`src/rtl/ascii_to_ps2_tx_pkg.sv`:
```
// Shared constants for the ASCII-to-PS/2 transmitter: scan codes, frame geometry, FSM encoding.
package ascii_to_ps2_tx_pkg;

    localparam logic [7:0] BREAK_CODE = 8'hF0;

    localparam logic [7:0] SC_0 = 8'h45;
    localparam logic [7:0] SC_1 = 8'h16;
    localparam logic [7:0] SC_2 = 8'h1E;
    localparam logic [7:0] SC_3 = 8'h26;
    localparam logic [7:0] SC_4 = 8'h25;
    localparam logic [7:0] SC_5 = 8'h2E;
    localparam logic [7:0] SC_6 = 8'h36;
    localparam logic [7:0] SC_7 = 8'h3D;
    localparam logic [7:0] SC_8 = 8'h3E;
    localparam logic [7:0] SC_9 = 8'h46;
    localparam logic [7:0] SC_A = 8'h1C;
    localparam logic [7:0] SC_B = 8'h32;
    localparam logic [7:0] SC_C = 8'h21;
    localparam logic [7:0] SC_D = 8'h23;
    localparam logic [7:0] SC_E = 8'h24;
    localparam logic [7:0] SC_F = 8'h2B;

    localparam logic [3:0] LAST_BIT   = 4'd10;
    localparam logic [1:0] LAST_FRAME = 2'd2;

    typedef enum logic [1:0] {
        ST_IDLE  = 2'd0,
        ST_FRAME = 2'd1,
        ST_GAP   = 2'd2
    } tx_state_e;

    // Line level for bit idx of an 11-bit frame: start, 8 data LSB first, odd parity, stop.
    function automatic logic frame_bit(input logic [7:0] data, input logic [3:0] idx);
        logic b;
        b = 1'b1;
        if (idx == 4'd0)
            b = 1'b0;
        else if (idx <= 4'd8)
            b = data[3'(idx - 4'd1)];
        else if (idx == 4'd9)
            b = ~^data;
        return b;
    endfunction

endpackage

```
`src/rtl/ascii_to_ps2_tx_scan.sv`:
```
// Combinational ASCII to PS/2 set-2 make-code lookup for '0'-'9' and 'A'-'F'.
module ascii_to_scan
    import ascii_to_ps2_tx_pkg::*;
(
    input  logic [7:0] ascii,
    output logic [7:0] scan,
    output logic       hit
);

    always_comb begin
        scan = 8'h00;
        hit  = 1'b1;
        case (ascii)
            8'h30: scan = SC_0;
            8'h31: scan = SC_1;
            8'h32: scan = SC_2;
            8'h33: scan = SC_3;
            8'h34: scan = SC_4;
            8'h35: scan = SC_5;
            8'h36: scan = SC_6;
            8'h37: scan = SC_7;
            8'h38: scan = SC_8;
            8'h39: scan = SC_9;
            8'h41: scan = SC_A;
            8'h42: scan = SC_B;
            8'h43: scan = SC_C;
            8'h44: scan = SC_D;
            8'h45: scan = SC_E;
            8'h46: scan = SC_F;
            default: hit = 1'b0;
        endcase
    end

endmodule

```
`src/rtl/ascii_to_ps2_tx.sv`:
```
// Sends a character as PS/2 make / F0 / make frames with device-driven clock and idle gaps.
module ascii_to_ps2_tx
    import ascii_to_ps2_tx_pkg::*;
#(
    parameter int CLK_DIV  = 2500,
    parameter int GAP_BITS = 2
) (
    input  logic       clock,
    input  logic       reset,
    input  logic [7:0] ascii_in,
    input  logic       ascii_valid,
    output logic       ready,
    output logic       error,
    output logic       ps2_clk,
    output logic       ps2_data
);

    localparam int HC_W = $clog2(CLK_DIV);
    localparam int GC_W = $clog2(GAP_BITS + 1);

    tx_state_e       state_q, state_d;
    logic [HC_W-1:0] half_q, half_d;
    logic            low_q, low_d;
    logic [3:0]      bit_q, bit_d;
    logic [GC_W-1:0] gap_q, gap_d;
    logic [1:0]      frame_q, frame_d;
    logic [7:0]      scan_q, scan_d;
    logic            ready_q, ready_d;
    logic            error_q, error_d;
    logic            clk_q, clk_d;
    logic            data_q, data_d;

    logic [7:0]      lut_scan;
    logic            lut_hit;
    logic            half_end;
    logic [7:0]      tx_byte;
    logic            in_frame;

    ascii_to_scan u_lut (
        .ascii (ascii_in),
        .scan  (lut_scan),
        .hit   (lut_hit)
    );

    assign half_end = (half_q == HC_W'(CLK_DIV - 1));

    always_comb begin
        state_d = state_q;
        half_d  = half_q;
        low_d   = low_q;
        bit_d   = bit_q;
        gap_d   = gap_q;
        frame_d = frame_q;
        scan_d  = scan_q;
        error_d = 1'b0;

        case (state_q)
            ST_IDLE: begin
                if (ascii_valid && ready_q) begin
                    if (lut_hit) begin
                        state_d = ST_FRAME;
                        scan_d  = lut_scan;
                        frame_d = 2'd0;
                        bit_d   = 4'd0;
                        gap_d   = '0;
                        half_d  = '0;
                        low_d   = 1'b0;
                    end else begin
                        error_d = 1'b1;
                    end
                end
            end
            ST_FRAME, ST_GAP: begin
                half_d = half_end ? '0 : half_q + HC_W'(1);
                if (half_end)
                    low_d = ~low_q;
                // A bit period ends on the last cycle of its low half.
                if (half_end && low_q) begin
                    if (state_q == ST_FRAME) begin
                        if (bit_q == LAST_BIT) begin
                            state_d = ST_GAP;
                            bit_d   = 4'd0;
                            gap_d   = '0;
                        end else begin
                            bit_d = bit_q + 4'd1;
                        end
                    end else if (gap_q == GC_W'(GAP_BITS - 1)) begin
                        gap_d = '0;
                        if (frame_q == LAST_FRAME) begin
                            state_d = ST_IDLE;
                            frame_d = 2'd0;
                        end else begin
                            state_d = ST_FRAME;
                            frame_d = frame_q + 2'd1;
                        end
                    end else begin
                        gap_d = gap_q + GC_W'(1);
                    end
                end
            end
            default: state_d = ST_IDLE;
        endcase

        // Outputs are derived from the next state so they register in step with it.
        tx_byte  = (frame_d == 2'd1) ? BREAK_CODE : scan_d;
        in_frame = (state_d == ST_FRAME);
        ready_d  = (state_d == ST_IDLE);
        clk_d    = ~(in_frame && low_d);
        data_d   = in_frame ? frame_bit(tx_byte, bit_d) : 1'b1;
    end

    always_ff @(posedge clock) begin
        if (reset) begin
            state_q <= ST_IDLE;
            half_q  <= '0;
            low_q   <= 1'b0;
            bit_q   <= 4'd0;
            gap_q   <= '0;
            frame_q <= 2'd0;
            scan_q  <= 8'h00;
            ready_q <= 1'b1;
            error_q <= 1'b0;
            clk_q   <= 1'b1;
            data_q  <= 1'b1;
        end else begin
            state_q <= state_d;
            half_q  <= half_d;
            low_q   <= low_d;
            bit_q   <= bit_d;
            gap_q   <= gap_d;
            frame_q <= frame_d;
            scan_q  <= scan_d;
            ready_q <= ready_d;
            error_q <= error_d;
            clk_q   <= clk_d;
            data_q  <= data_d;
        end
    end

    assign ready    = ready_q;
    assign error    = error_q;
    assign ps2_clk  = clk_q;
    assign ps2_data = data_q;

endmodule
```
`config.mk`:
```
export PLATFORM = sky130hd
export DESIGN_NAME = ascii_to_ps2_tx
export DESIGN_NICKNAME = d
export VERILOG_FILES = /design/src/rtl/ascii_to_ps2_tx_pkg.sv /design/src/rtl/ascii_to_ps2_tx_scan.sv /design/src/rtl/ascii_to_ps2_tx.sv
export SDC_FILE = /design/constraint.sdc
export NUM_CORES = 1
export LEC_CHECK = 0
export ABC_AREA = 1
export CAP_MARGIN = 30
export CELL_PAD_IN_SITES_DETAIL_PLACEMENT = 0
export CELL_PAD_IN_SITES_GLOBAL_PLACEMENT = 1
export CORE_ASPECT_RATIO = 1.75
export CORE_MARGIN = 2
export CORE_UTILIZATION = 29
export CTS_CLUSTER_SIZE = 10
export DETAILED_ROUTE_END_ITERATION = 7
export GPL_ROUTABILITY_DRIVEN = 0
export PLACE_DENSITY = 0.59
export SYNTH_ARGS = -nofsm -noshare
export SYNTH_HDL_FRONTEND = slang
export SYNTH_SLANG_ARGS = --single-unit
```
`constraint.sdc`:
```
create_clock -name clock -period 7.71 [get_ports clock]
set_clock_uncertainty 0.1 [all_clocks]
set_input_delay 0.771 -clock clock [delete_from_list [all_inputs] [get_ports clock]]
set_output_delay 0.771 -clock clock [all_outputs]
set_load 0.005 [all_outputs]
```
# After elaboration in Yosys (flattened, before gate mapping)

Index checks and enable logic that the tools add are counted.

Register bits after elaboration: 35
Logic and storage cells: 114

Add/subtract/negate cells: 5
$lt $le $gt $ge: 2
Equal/unequal tests: 29
Muxes and demuxes: 48
Bitwise logic cells: 5
Reduce and logical (&&, ||, !) cells: 14

Operators by type and width:

| cell                                                   | count |
|---|---|
| one-hot mux 7 bit (16 select lines)                    | 1 |
| == test 8 x 6 -> 1 bit (second input constant)         | 10 |
| == test 8 x 7 -> 1 bit (second input constant)         | 6 |
| 2-to-1 mux 12 bit                                      | 3 |
| 2-to-1 mux 2 bit                                       | 18 |
| 2-to-1 mux 8 bit                                       | 4 |
| one-hot mux 12 bit (2 select lines)                    | 1 |
| 2-to-1 mux 4 bit                                       | 5 |
| OR reduction 16 bit                                    | 1 |
| adder 12 x 1 -> 12 bit (second input constant)         | 1 |
| == test 12 bit (second input constant)                 | 1 |
| one-hot mux 2 bit (2 select lines)                     | 3 |
| 2-to-1 mux 1 bit                                       | 10 |
| == test 2 x 1 -> 1 bit (second input constant)         | 4 |
| == test 4 bit (second input constant)                  | 2 |
| one-hot mux 4 bit (2 select lines)                     | 1 |
| XNOR reduction 8 bit                                   | 1 |
| inequality test 2 bit (second input constant)          | 3 |
| NOT 1 bit                                              | 5 |
| AND reduction 5 bit                                    | 1 |
| adder 2 x 1 -> 2 bit (second input constant)           | 2 |
| adder 4 x 1 -> 4 bit (second input constant)           | 1 |
| == test 2 bit (second input constant)                  | 2 |
| less-or-equal comparator 4 bit (second input constant) | 1 |
| 12 further kinds                                       | 16 |

# Logic depth before layout (Yosys ltp)

Gate-level depths: netlist of the first run.

Depth in word-level cells: 12
Gate-level depth with buffers: 23
Mapped depth without buffers: 23

# Cells and area by module

A second synthesis of the first run with hierarchy kept.

Cell total of the unflattened synthesis: 417
Area, all modules: 2585.0 um^2

Modules (own cells, without submodules):

| module          | instances | cells an instance | area each (um^2) | seq. area each (um^2) |
|---|---|---|---|---|
| ascii_to_ps2_tx | 1         | 326               | 2159.6           | 700.7 |
| ascii_to_scan   | 1         | 91                | 425.4            | 0.0 |

# Worst setup path before layout of the first run

OpenSTA, ideal clock, no wires.

Path type: input -> register
Start: input port ascii_in[7]
End: register data_q, in the netlist ps2_data
Setup time: 0.059 ns
Data arrival time: 2.711 ns
Data required time: 7.551 ns
Path slack: 4.840 ns
Stages: 20
Buffers on the path: 0
Path through: inv_2 -> nand2_1 -> nor2_4 -> nand2_1 -> nand2_2 -> nor2_4 -> nand3_4 -> nand2_4 -> inv_2 -> nor2_1 -> o21a_1 -> a31oi_1 -> ha_1 -> inv_1 -> nand3_1 -> nand3_1 -> nand2_1 -> a21oi_1 -> nand2_1 -> nand2_1

Longest elaborated chain between the ends: 12

Ends and longest elaborated chain:

| item                                                               | RTL line               | text |
|---|---|---|
| from (decl)                                                        | ascii_to_ps2_tx.sv:10  | `input logic [7:0] ascii_in,` |
| branches (longest 12 deep; another with subtractor 3 x 1 -> 3 bit) | --                     |  |
| to (signal assigned)                                               | ascii_to_ps2_tx.sv:136 | `data_q <= data_d;` |
| to (decl)                                                          | ascii_to_ps2_tx.sv:31  | `logic data_q, data_d;` |

Parallel ways; which one is timed is not known. The select of a mux whose other input is x is not followed.
A chain may end at the register's enable or synchronous reset.

# Worst setup path after layout of the first run

Start: input port ascii_in[5]
End: register data_q, in the netlist ps2_data

Same word-level chain as after synthesis.

==> results of run 1 <==
registers in the layout, indices dropped and copies added (netlist names):
signal and flops:
scan_q 8, error 1, low_q 1, ps2_data 1, gap_q 2, state_q 2, bit_q 4, ready 1
ps2_clk 1, frame_q 2, half_q 12
worst paths after layout:
| kind | startpoint | endpoint |
|---|---|---|
| setup reg to reg | half_q[0] | ps2_data |
| hold / removal | gap_q[1] | gap_q[1] |
| setup / recovery | ascii_in[5] | ps2_data |
| hold reg to reg | gap_q[1] | gap_q[1] |
Yosys cell counts, types with 6 or more instances:
master	n	area share
nor3b_1	6	0.017
ha_1	10	0.048
nand3_1	35	0.068
o21ai_0	19	0.037
a21oi_1	9	0.017
nand2_1	76	0.11
nor3_1	8	0.016
inv_1	43	0.063
nand4_1	8	0.019
inv_2	15	0.022
dfxtp_1	35	0.27
nand2_2	15	0.036
o21ai_2	6	0.020
nor2_1	52	0.076
power by group through the flow:
stage / Clock (mW) / Sequential (mW) / Combinational [mW]
floorplan: 0 / 0.188 / 0.0308
finish: 0.238 / 0.185 / 0.0457
global placement: 0 / 0.188 / 0.0461
global route: 0.252 / 0.185 / 0.0516
CTS: 0.244 / 0.185 / 0.0464
detailed placement: 0 / 0.189 / 0.0462
layout make-up:
cell class,count,area (sq um),area share
clock buffer,6,139,0.0462
clock inverter,2,35.0,0.0117
inverter,60,228,0.0757
multi-input combinational,291,1610,0.536
sequential,35,701,0.233
tap,117,146,0.0487
timing repair buffer,15,148,0.0491
critical path, cell delays in order:
cell and delay [ps]:
clkdlybuf4s50_1 510, nand4_1 250, nor2_1 250, nor2_2 100
nand3_4 110, nand2_4 80, inv_2 50, nor2_1 90
o21a_1 190, a31oi_1 320, ha_1 340, inv_1 80
nand3_1 70, nand3_1 70, nand2_1 60, a21oi_1 120
nand2_1 60, nand2_1 50
cell families (layout without fill, tap and decap cells):
kind of cell	after synthesis	after routing
adders and majority gates	10	10
AOI/OAI and AO/OA	56	56
and+or+nand+nor	222	222
xor gates and xnor gates	3	3
buffers and inverters	67	83
DFF	35	35
metal layers:
metal  global-route usage  vias up
li1                     -     1300
met1                0.150     1139
met2                0.315       30
met3               0.0243        9
met4               0.0578        0
met5                    0        -
==> impl_metrics.env, run 1 <==
export IMPL_combPwrFrac=0.098
export IMPL_rows=45
export IMPL_firstDrtPassIters=4
export IMPL_wl_met3_microns=130
export IMPL_p_clk_frac=0.508
export IMPL_p_seq_frac=0.394
export IMPL_final_core_util=0.347
export IMPL_p_leak_nw=1.29
export IMPL_antenna_found_initial=0
export IMPL_cts_clk_slew_worst_paths_ps=60
export IMPL_postCtsHoldBufs=0
export IMPL_p_switching_mw=0.107
export IMPL_routed_wl_mm=6.81
export IMPL_synth_seq_cells=35
export IMPL_dp_hpwl_mm=5.47
export IMPL_grt_first_pass_wirelength_mm=11.7
export IMPL_seq_area_frac_synth=0.271
export IMPL_synth_top_family_by_area="simple AND/OR/NAND/NOR gates"
export IMPL_syn_area_sq_um=2580
export IMPL_sw_frac_of_total=0.228
export IMPL_synth_nets=414
export IMPL_rsz0062_at_grt="false"
export IMPL_antennaDiodeCount=0
export IMPL_hold_class="reg -> reg"
export IMPL_ir_drop_v=0.000136
export IMPL_ys_warn_count=0
export IMPL_place_inst=518
export IMPL_drive_above_1_share=0.166
export IMPL_fmax_mhz=291
export IMPL_first_iter_violations=84
export IMPL_num_fill_cells=975
export IMPL_nNetsFinal=429
export IMPL_hold_viol=0
export IMPL_synthArstFlopShare=0
export IMPL_r2r_cells=18
export IMPL_initial_utilization=0.298
export IMPL_required_ps=7840
export IMPL_drtAntennaViolNets=0
export IMPL_status="complete, no violations"
export IMPL_grt_max_degree=20
export IMPL_relSlewSlack=0.463
export IMPL_cp_end_kind="flip-flop"
export IMPL_path_class="in -> reg"
export IMPL_syn_to_final_growth_pct=16.5
export IMPL_routed_wl_met2_mm=4.10
export IMPL_clk_path_buf_depth=2
export IMPL_final_common_cell="nand2_1"
export IMPL_hold_depth=2
export IMPL_design_area_sq_um=3010
export IMPL_synth_xor_area_share=0.0102
export IMPL_cts_sinks=35
export IMPL_die_w_microns=75.3
export IMPL_p_per_area_nw_per_um2=156
export IMPL_synthAdderAreaFrac=0.0485
export IMPL_wl_met1_mm=2.46
export IMPL_muxShareOfSynthArea=0
export IMPL_grt_usage=0.157
export IMPL_power_internal_mw=0.361
export IMPL_finalPower_mw=0.468
export IMPL_ioPinCount=15
export IMPL_cts_setup_buffers=0
export IMPL_holdWs_ps=340
export IMPL_cts_made_buffers=5
export IMPL_synth_area_per_cell_sq_um=6.57
export IMPL_grt_pass1_vias=2486
export IMPL_root_buffer="clkbuf_16"
export IMPL_dieArea_sq_um=9700
export IMPL_worst_path_max_fanout=5
export IMPL_synth_main_ff_cell="dfxtp_1"
export IMPL_synth_compound_area_share=0.148
export IMPL_r2r_slack_ps=4310
export IMPL_portBuffers=14
export IMPL_tns_ps=0
export IMPL_grt_overflow_total=0
export IMPL_cap_violations=0
export IMPL_dpl_cell_area_sq_um=2830
export IMPL_routedWlPerCell_microns=13.0
export IMPL_start_kind="input port"
export IMPL_clock_latency_ps=280
export IMPL_crit_arrival_ps=3560
export IMPL_synth_edf_count=0
export IMPL_slew_viol_final=0
export IMPL_cts_tree="yes"
export IMPL_layout_common_cells="nand2_1, nor2_1, inv_1"
export IMPL_period_minus_slack_ps=3430
export IMPL_core_sq_um=8670
export IMPL_h_tree_depth=2
export IMPL_setup_violations=0
export IMPL_ctsResizeCount=0
export IMPL_vias=2478
export IMPL_highest_layer="met4"
export IMPL_setup_ws_ps=4280
export IMPL_fin_crit_sh=0.445
export IMPL_synth_simple_area_share=0.417
export IMPL_netlist_instances=393
export IMPL_die_h_microns=129
export IMPL_fin_cells=526
export IMPL_dp_slack_ps=3980
export IMPL_worstMarginPinSlew_ps=803
export IMPL_avgViaCountPerCell=4.71
export IMPL_synth_cell_types=44
export IMPL_remaining_drc_errors=0
No activity file was read; power rests on OpenSTA's default activity.
==> inputs of run 2 (changes only) <==
--- a/config.mk
+++ b/config.mk
@@ -15,7 +15,7 @@
 export CTS_CLUSTER_SIZE = 10
 export DETAILED_ROUTE_END_ITERATION = 7
 export GPL_ROUTABILITY_DRIVEN = 0
-export PLACE_DENSITY = 0.59
+export PLACE_DENSITY = 0.61
 export SYNTH_ARGS = -nofsm -noshare
 export SYNTH_HDL_FRONTEND = slang
 export SYNTH_SLANG_ARGS = --single-unit
==> constraint.sdc (replaced) <==
create_clock -name clock -period 2.8 [get_ports clock]
set_clock_uncertainty 0.1 [all_clocks]
set_input_delay 0.28 -clock clock [delete_from_list [all_inputs] [get_ports clock]]
set_output_delay 0.28 -clock clock [all_outputs]
set_load 0.005 [all_outputs]
==> impl_metrics.env, run 2 (synthesis results as in run 1) <==
export IMPL_r2r_end="ps2_data"
export IMPL_r2r_cells=20
export IMPL_cts_sinks=35
export IMPL_largest_register="half_q"
export IMPL_syn_to_final_growth_pct=46.9
export IMPL_routed_wl_mm=7.93
export IMPL_vias=2846
export IMPL_first_iter_violations=60
export IMPL_ir_drop_v=0.000379
export IMPL_die_w_microns=75.3
export IMPL_h_tree_depth=2
export IMPL_relSlewSlack=0.704
export IMPL_drtAntennaViolNets=0
export IMPL_period_minus_slack_ps=2900
export IMPL_dp_hpwl_mm=6.16
export IMPL_ioPinCount=15
export IMPL_crit_chain="nor2_4, nand3_2, nor4_4, buf_4, ha_4, inv_2, nor3_4, o211ai_1, nand2_1, clkinv_2, a21oi_4, nand2_8, buf_6, nand3_1, nand3_2, nand3_2, nand2_2, a21oi_2, nand2_1, nand2_1"
export IMPL_firstDrtPassIters=4
export IMPL_routed_wl_met2_mm=4.83
export IMPL_crit_arrival_ps=3030
export IMPL_p_switching_mw=0.314
export IMPL_setup_ws_ps=-101
export IMPL_avgViaCountPerCell=4.72
export IMPL_timing_critical_path_buf_inv=4
export IMPL_power_internal_mw=1.02
export IMPL_failed_checks="negative setup slack"
export IMPL_r2r_slack_ps=-100
export IMPL_p_leak_nw=1.70
export IMPL_worstMarginPinSlew_ps=439
export IMPL_path_class="reg -> reg"
export IMPL_die_h_microns=129
export IMPL_required_ps=2930
export IMPL_status="finished, violations left"
export IMPL_initial_utilization=0.298
export IMPL_nNetsFinal=506
export IMPL_root_buffer="clkbuf_16"
export IMPL_cts_made_buffers=5
export IMPL_fin_crit_sh=1.04
export IMPL_grt_max_degree=14
export IMPL_hold_viol=0
export IMPL_dp_slack_ps=-410
export IMPL_clk_path_buf_depth=2
export IMPL_slowest_stage="dfxtp_4"
export IMPL_final_core_util=0.437
export IMPL_drive_above_1_share=0.362
export IMPL_antenna_found_initial=0
export IMPL_fmax_mhz=345
export IMPL_layout_common_cells="buf_4, nand2_1, nor2_1"
export IMPL_highest_layer="met4"
export IMPL_postCtsHoldBufs=0
export IMPL_hold_path_endpoint="gap_q[1]"
export IMPL_clock_latency_ps=290
export IMPL_cts_clk_slew_worst_paths_ps=60
export IMPL_cp_end_kind="flip-flop"
export IMPL_wl_met1_mm=2.67
export IMPL_grt_pass1_vias=2963
export IMPL_rsz0062_at_grt="true"
export IMPL_start_kind="flip-flop"
export IMPL_p_per_area_nw_per_um2=351
export IMPL_grt_overflow_total=0
export IMPL_grt_first_pass_wirelength_mm=13.1
export IMPL_final_common_cell="buf_4"
export IMPL_remaining_drc_errors=0
export IMPL_largest_reg_flops=12
export IMPL_p_seq_frac=0.381
export IMPL_antennaDiodeCount=0
export IMPL_sw_frac_of_total=0.236
export IMPL_cap_violations=0
export IMPL_routedWlPerCell_microns=13.1
export IMPL_critPathTopFamily="simple AND/OR/NAND/NOR gates"
export IMPL_combPwrFrac=0.119
export IMPL_worst_path_max_fanout=7
export IMPL_hold_depth=2
export IMPL_portBuffers=14
export IMPL_max_stage_delay_ps=360
export IMPL_setup_violations=1
export IMPL_grt_usage=0.177
export IMPL_wl_met3_microns=132
export IMPL_p_clk_frac=0.500
export IMPL_dieArea_sq_um=9700
export IMPL_slew_viol_final=0
export IMPL_top_regs="half_q: 12 flops, scan_q: 8 flops, bit_q: 4 flops"
export IMPL_r2r_start="half_q[10]"
export IMPL_rows=45
export IMPL_cts_tree="yes"
export IMPL_hold_class="reg -> reg"
export IMPL_min_delay_start="gap_q[1]"
export IMPL_core_sq_um=8670
-- run 2: worst register-to-register path: cells and delay by family, from the launching register on --
family	cells	cell delay, ps
fa+ha+maj	1	130
flops	1	360
compound gates	3	530
buf+inv	4	450
simple gates	12	1280
-- run 2: final cells by class --
class / count / area [sq um]
clock buffer: 6 / 139
clock inverter: 2 / 35.0
fill: 957 / 4880
inverter: 60 / 231
multi-input combinational: 292 / 1810
sequential: 35 / 706
tap: 117 / 146
timing repair buffer: 91 / 726
-- run 2: repair_timing --
action,4_1_cts,5_1_grt
endpoints found under the setup margin,2,3
pin swaps,18,10
cloned,1,0
setup buffers,5,1
resized for setup,34,16
-- run 2: worst max-delay path by stage --
stage,start,endpoint,slack (ps),depth (start not counted)
3_5_place_dp,ascii_in[1],ps2_data,-410,22
6_report,half_q[10],ps2_data,-100,20
4_1_cts,half_q[10],ps2_data,-70,20
5_1_grt,half_q[10],ps2_data,-310,22
2_1_floorplan,half_q[0],ps2_data,40,20
3_3_place_gp,ascii_in[2],ps2_data,-400,22
-- run 2: per-layer routing --
layer | vias to the layer above | GRT usage
li1 | 1458 | -
met1 | 1323 | 0.151
met2 | 42 | 0.365
met3 | 23 | 0.0227
met4 | 0 | 0.0918
met5 | - | 0
-- run 2: metrics by stage --
step	std cells	setup TNS [ps]	area, sq um	hold WS [ps]	power, mW
finish	603	-101	3790	342	1.33
global route	603	-351	3790	378	1.38
CTS	602	-65.3	3720	342	1.35
global placement	588	-395	3370	329	0.671
detailed placement	588	-410	3370	333	0.672
floorplan	393	0	2590	316	0.603
-- run 2: power by group through the flow --
stage               sequential [mW]  clock (mW)  combinational (mW)
global placement              0.519           0               0.152
detailed placement            0.519           0               0.154
global route                  0.507       0.702               0.175
CTS                           0.508       0.682               0.156
finish                        0.507       0.666               0.158
floorplan                     0.519           0              0.0848
==> inputs of run 3 (changes only) <==
--- a/config.mk
+++ b/config.mk
@@ -5,7 +5,6 @@
 export SDC_FILE = /design/constraint.sdc
 export NUM_CORES = 1
 export LEC_CHECK = 0
-export ABC_AREA = 1
 export CAP_MARGIN = 30
 export CELL_PAD_IN_SITES_DETAIL_PLACEMENT = 0
 export CELL_PAD_IN_SITES_GLOBAL_PLACEMENT = 1
@@ -15,7 +14,7 @@
 export CTS_CLUSTER_SIZE = 10
 export DETAILED_ROUTE_END_ITERATION = 7
 export GPL_ROUTABILITY_DRIVEN = 0
-export PLACE_DENSITY = 0.61
+export PLACE_DENSITY = 0.59
 export SYNTH_ARGS = -nofsm -noshare
 export SYNTH_HDL_FRONTEND = slang
 export SYNTH_SLANG_ARGS = --single-unit
==> impl_metrics.env, run 3 <==
export IMPL_cts_tree="yes"
export IMPL_final_common_cell="buf_4"
export IMPL_tns_ps=-632
export IMPL_fin_crit_sh=1.23
export IMPL_ir_drop_v=0.000363
export IMPL_first_iter_violations=59
export IMPL_slew_viol_final=0
export IMPL_dp_slack_ps=-791
export IMPL_avgViaCountPerCell=5.07
export IMPL_synth_area_per_cell_sq_um=8.14
export IMPL_drive_above_1_share=0.345
export IMPL_status="finished, violations left"
export IMPL_required_ps=2920
export IMPL_grt_pass1_vias=2697
export IMPL_critPathTopFamily="adder cells"
export IMPL_seq_area_frac_synth=0.281
export IMPL_vias=2642
export IMPL_remaining_drc_errors=0
export IMPL_portBuffers=14
export IMPL_routedWlPerCell_microns=15.0
export IMPL_failed_checks="negative setup slack"
export IMPL_synth_largest_area_cell="dfxtp_1"
export IMPL_ys_top_cells_by_area="dfxtp_1, ha_1, nor2_1, mux2i_1, a21oi_1"
export IMPL_p_switching_mw=0.281
export IMPL_antenna_found_initial=0
export IMPL_num_fill_cells=826
export IMPL_top_regs="half_q: 12 flops, scan_q: 8 flops, bit_q: 4 flops"
export IMPL_nNetsFinal=426
export IMPL_finalPower_mw=1.24
export IMPL_max_stage_delay_ps=500
export IMPL_hold_viol=0
export IMPL_synth_cell_types=66
export IMPL_crit_chain="ha_4, and4b_1, nand4_1, inv_2, ha_4, nand2_4, or4_1, o211ai_1, a21oi_4, ha_4, mux4_2, a32o_1, maj3_2, a2bb2oi_2"
export IMPL_setup_violations=1
export IMPL_netlist_instances=306
export IMPL_ioPinCount=15
export IMPL_p_clk_frac=0.471
export IMPL_synth_nets=327
export IMPL_yosysMostFrequentCell="dfxtp_1"
export IMPL_p_leak_nw=1.52
export IMPL_largest_reg_flops=12
export IMPL_r2r_cells=14
export IMPL_syn_area_sq_um=2490
export IMPL_synth_common_cells="dfxtp_1, nor2_1, nand2_1"
export IMPL_drtAntennaViolNets=0
export IMPL_crit_arrival_ps=3550
export IMPL_routed_wl_mm=7.81
export IMPL_relSlewSlack=0.653
export IMPL_crit_end="ps2_data"
export IMPL_cp_depth=14
export IMPL_cts_made_buffers=5
export IMPL_synth_main_ff_cell="dfxtp_1"
export IMPL_grt_max_degree=21
export IMPL_period_minus_slack_ps=3430
export IMPL_cap_violations=0
export IMPL_synthArstFlopShare=0
export IMPL_timing_critical_path_buf_inv=1
export IMPL_r2r_start="half_q[1]"
export IMPL_cp_end_kind="flip-flop"
export IMPL_root_buffer="clkbuf_16"
export IMPL_syn_to_final_growth_pct=52.6
export IMPL_antennaDiodeCount=0
export IMPL_p_seq_frac=0.405
export IMPL_dieArea_sq_um=9370
export IMPL_initial_utilization=0.300
export IMPL_die_w_microns=74.0
export IMPL_synth_edf_count=0
export IMPL_sw_frac_of_total=0.227
export IMPL_critPathMostFrequentCell="ha_4"
export IMPL_h_tree_depth=2
export IMPL_setup_ws_ps=-632
export IMPL_cts_sinks=35
export IMPL_path_class="reg -> reg"
export IMPL_postCtsHoldBufs=0
export IMPL_final_core_util=0.457
export IMPL_power_internal_mw=0.958
export IMPL_synth_seq_cells=35
export IMPL_grt_overflow_total=0
export IMPL_yosys_area_top_type_share=0.281
export IMPL_r2r_end="ps2_data"
export IMPL_cts_clk_slew_worst_paths_ps=60
export IMPL_worstMarginPinSlew_ps=516
export IMPL_holdWs_ps=390
export IMPL_slowest_stage="mux4_2"
export IMPL_layout_common_cells="buf_4, dfxtp_1, nor2_1"
export IMPL_worst_path_max_fanout=2
export IMPL_largest_register="half_q"
export IMPL_combPwrFrac=0.124
export IMPL_die_h_microns=127
export IMPL_r2r_slack_ps=-630
export IMPL_rsz0062_at_grt="true"
export IMPL_p_per_area_nw_per_um2=326
export IMPL_fmax_mhz=291
export IMPL_firstDrtPassIters=4
export IMPL_clk_path_buf_depth=2
export IMPL_grt_usage=0.182
export IMPL_hold_class="reg -> reg"
export IMPL_dp_hpwl_mm=5.88
export IMPL_crit_start="half_q[1]"
export IMPL_grt_first_pass_wirelength_mm=13.1
export IMPL_clock_latency_ps=280
export IMPL_start_kind="flip-flop"
export IMPL_rows=44
export IMPL_core_sq_um=8310
export IMPL_ys_warn_count=0
run 3: cell count changes after synthesis, moves of 9 or more:
cell      change
clkbuf_1     +10
inv_1        -26
inv_2        -15
mux2i_1       +9
nand2_1      -54
nand2_2      -14
nand3_1      -24
nor2_1       -21
or3_1         +9
run 3: layout make-up:
class / instances / area, sq um / share of cell area
timing repair buffer: 110 / 940 / 0.247
tap: 115 / 144 / 0.0379
sequential: 35 / 704 / 0.185
inverter: 17 / 63.8 / 0.0168
multi-input combinational: 236 / 1790 / 0.472
clock buffer: 8 / 156 / 0.0412
run 3: worst min-delay path by stage:
stage / start / endpoint / slack [ps] / cells after the start
CTS: gap_q[1] / gap_q[1] / 390 / 2
detailed placement: gap_q[1] / gap_q[1] / 380 / 2
floorplan: reset / state_q[0] / 280 / 1
global placement: gap_q[1] / gap_q[1] / 380 / 2
global route: gap_q[1] / gap_q[1] / 410 / 2
finish: gap_q[1] / gap_q[1] / 390 / 2
run 3: what timing repair did:
item,CTS,global route
endpoints found under the setup margin,5,13
resized for setup,24,18
buffers inserted,29,5
cloned,1,0
pin swaps,13,10
run 3: stage by stage:
stage / instance area [sq um] / cells
after CTS: 3760 / 522
after floorplan: 2550 / 306
after global routing: 3800 / 521
after global placement: 3350 / 495
final: 3800 / 521
after detailed placement: 3350 / 495
run 3: tightest hold or removal path, cell delays in order, from the launching register on:
cell,delay [ps]
dfxtp_1,300
inv_1,80
a211oi_1,60
run 3: cells by family (layout without fill, tap and decap cells):
| logic type | count (synthesis) | count (layout) | share of synthesized area |
|---|---|---|---|
| AND/OR/NAND/NOR | 122 | 122 | 0.272 |
| AO/OA/AOI/OAI | 76 | 76 | 0.222 |
| flip-flops | 35 | 35 | 0.281 |
| buffers and inverters | 35 | 135 | 0.0568 |
| XOR/XNOR | 16 | 16 | 0.0623 |
| adder cells (fa/ha/maj) | 11 | 11 | 0.0548 |
| multiplexers | 11 | 11 | 0.0513 |
run 3: power by group through the flow:
stage | Combinational (mW) | Sequential, mW | Clock (mW)
3_3_place_gp | 0.140 | 0.513 | 0
2_1_floorplan | 0.0700 | 0.513 | 0
4_1_cts | 0.151 | 0.502 | 0.602
5_1_grt | 0.167 | 0.502 | 0.621
3_5_place_dp | 0.140 | 0.513 | 0
6_report | 0.154 | 0.502 | 0.583
run 3: layer usage:
metal | wire [microns] | global-route usage
met4 | 346 | 0.0909
met1 | 2800 | 0.175
met3 | 182 | 0.0294
met2 | 4480 | 0.350
met5 | 0 | 0
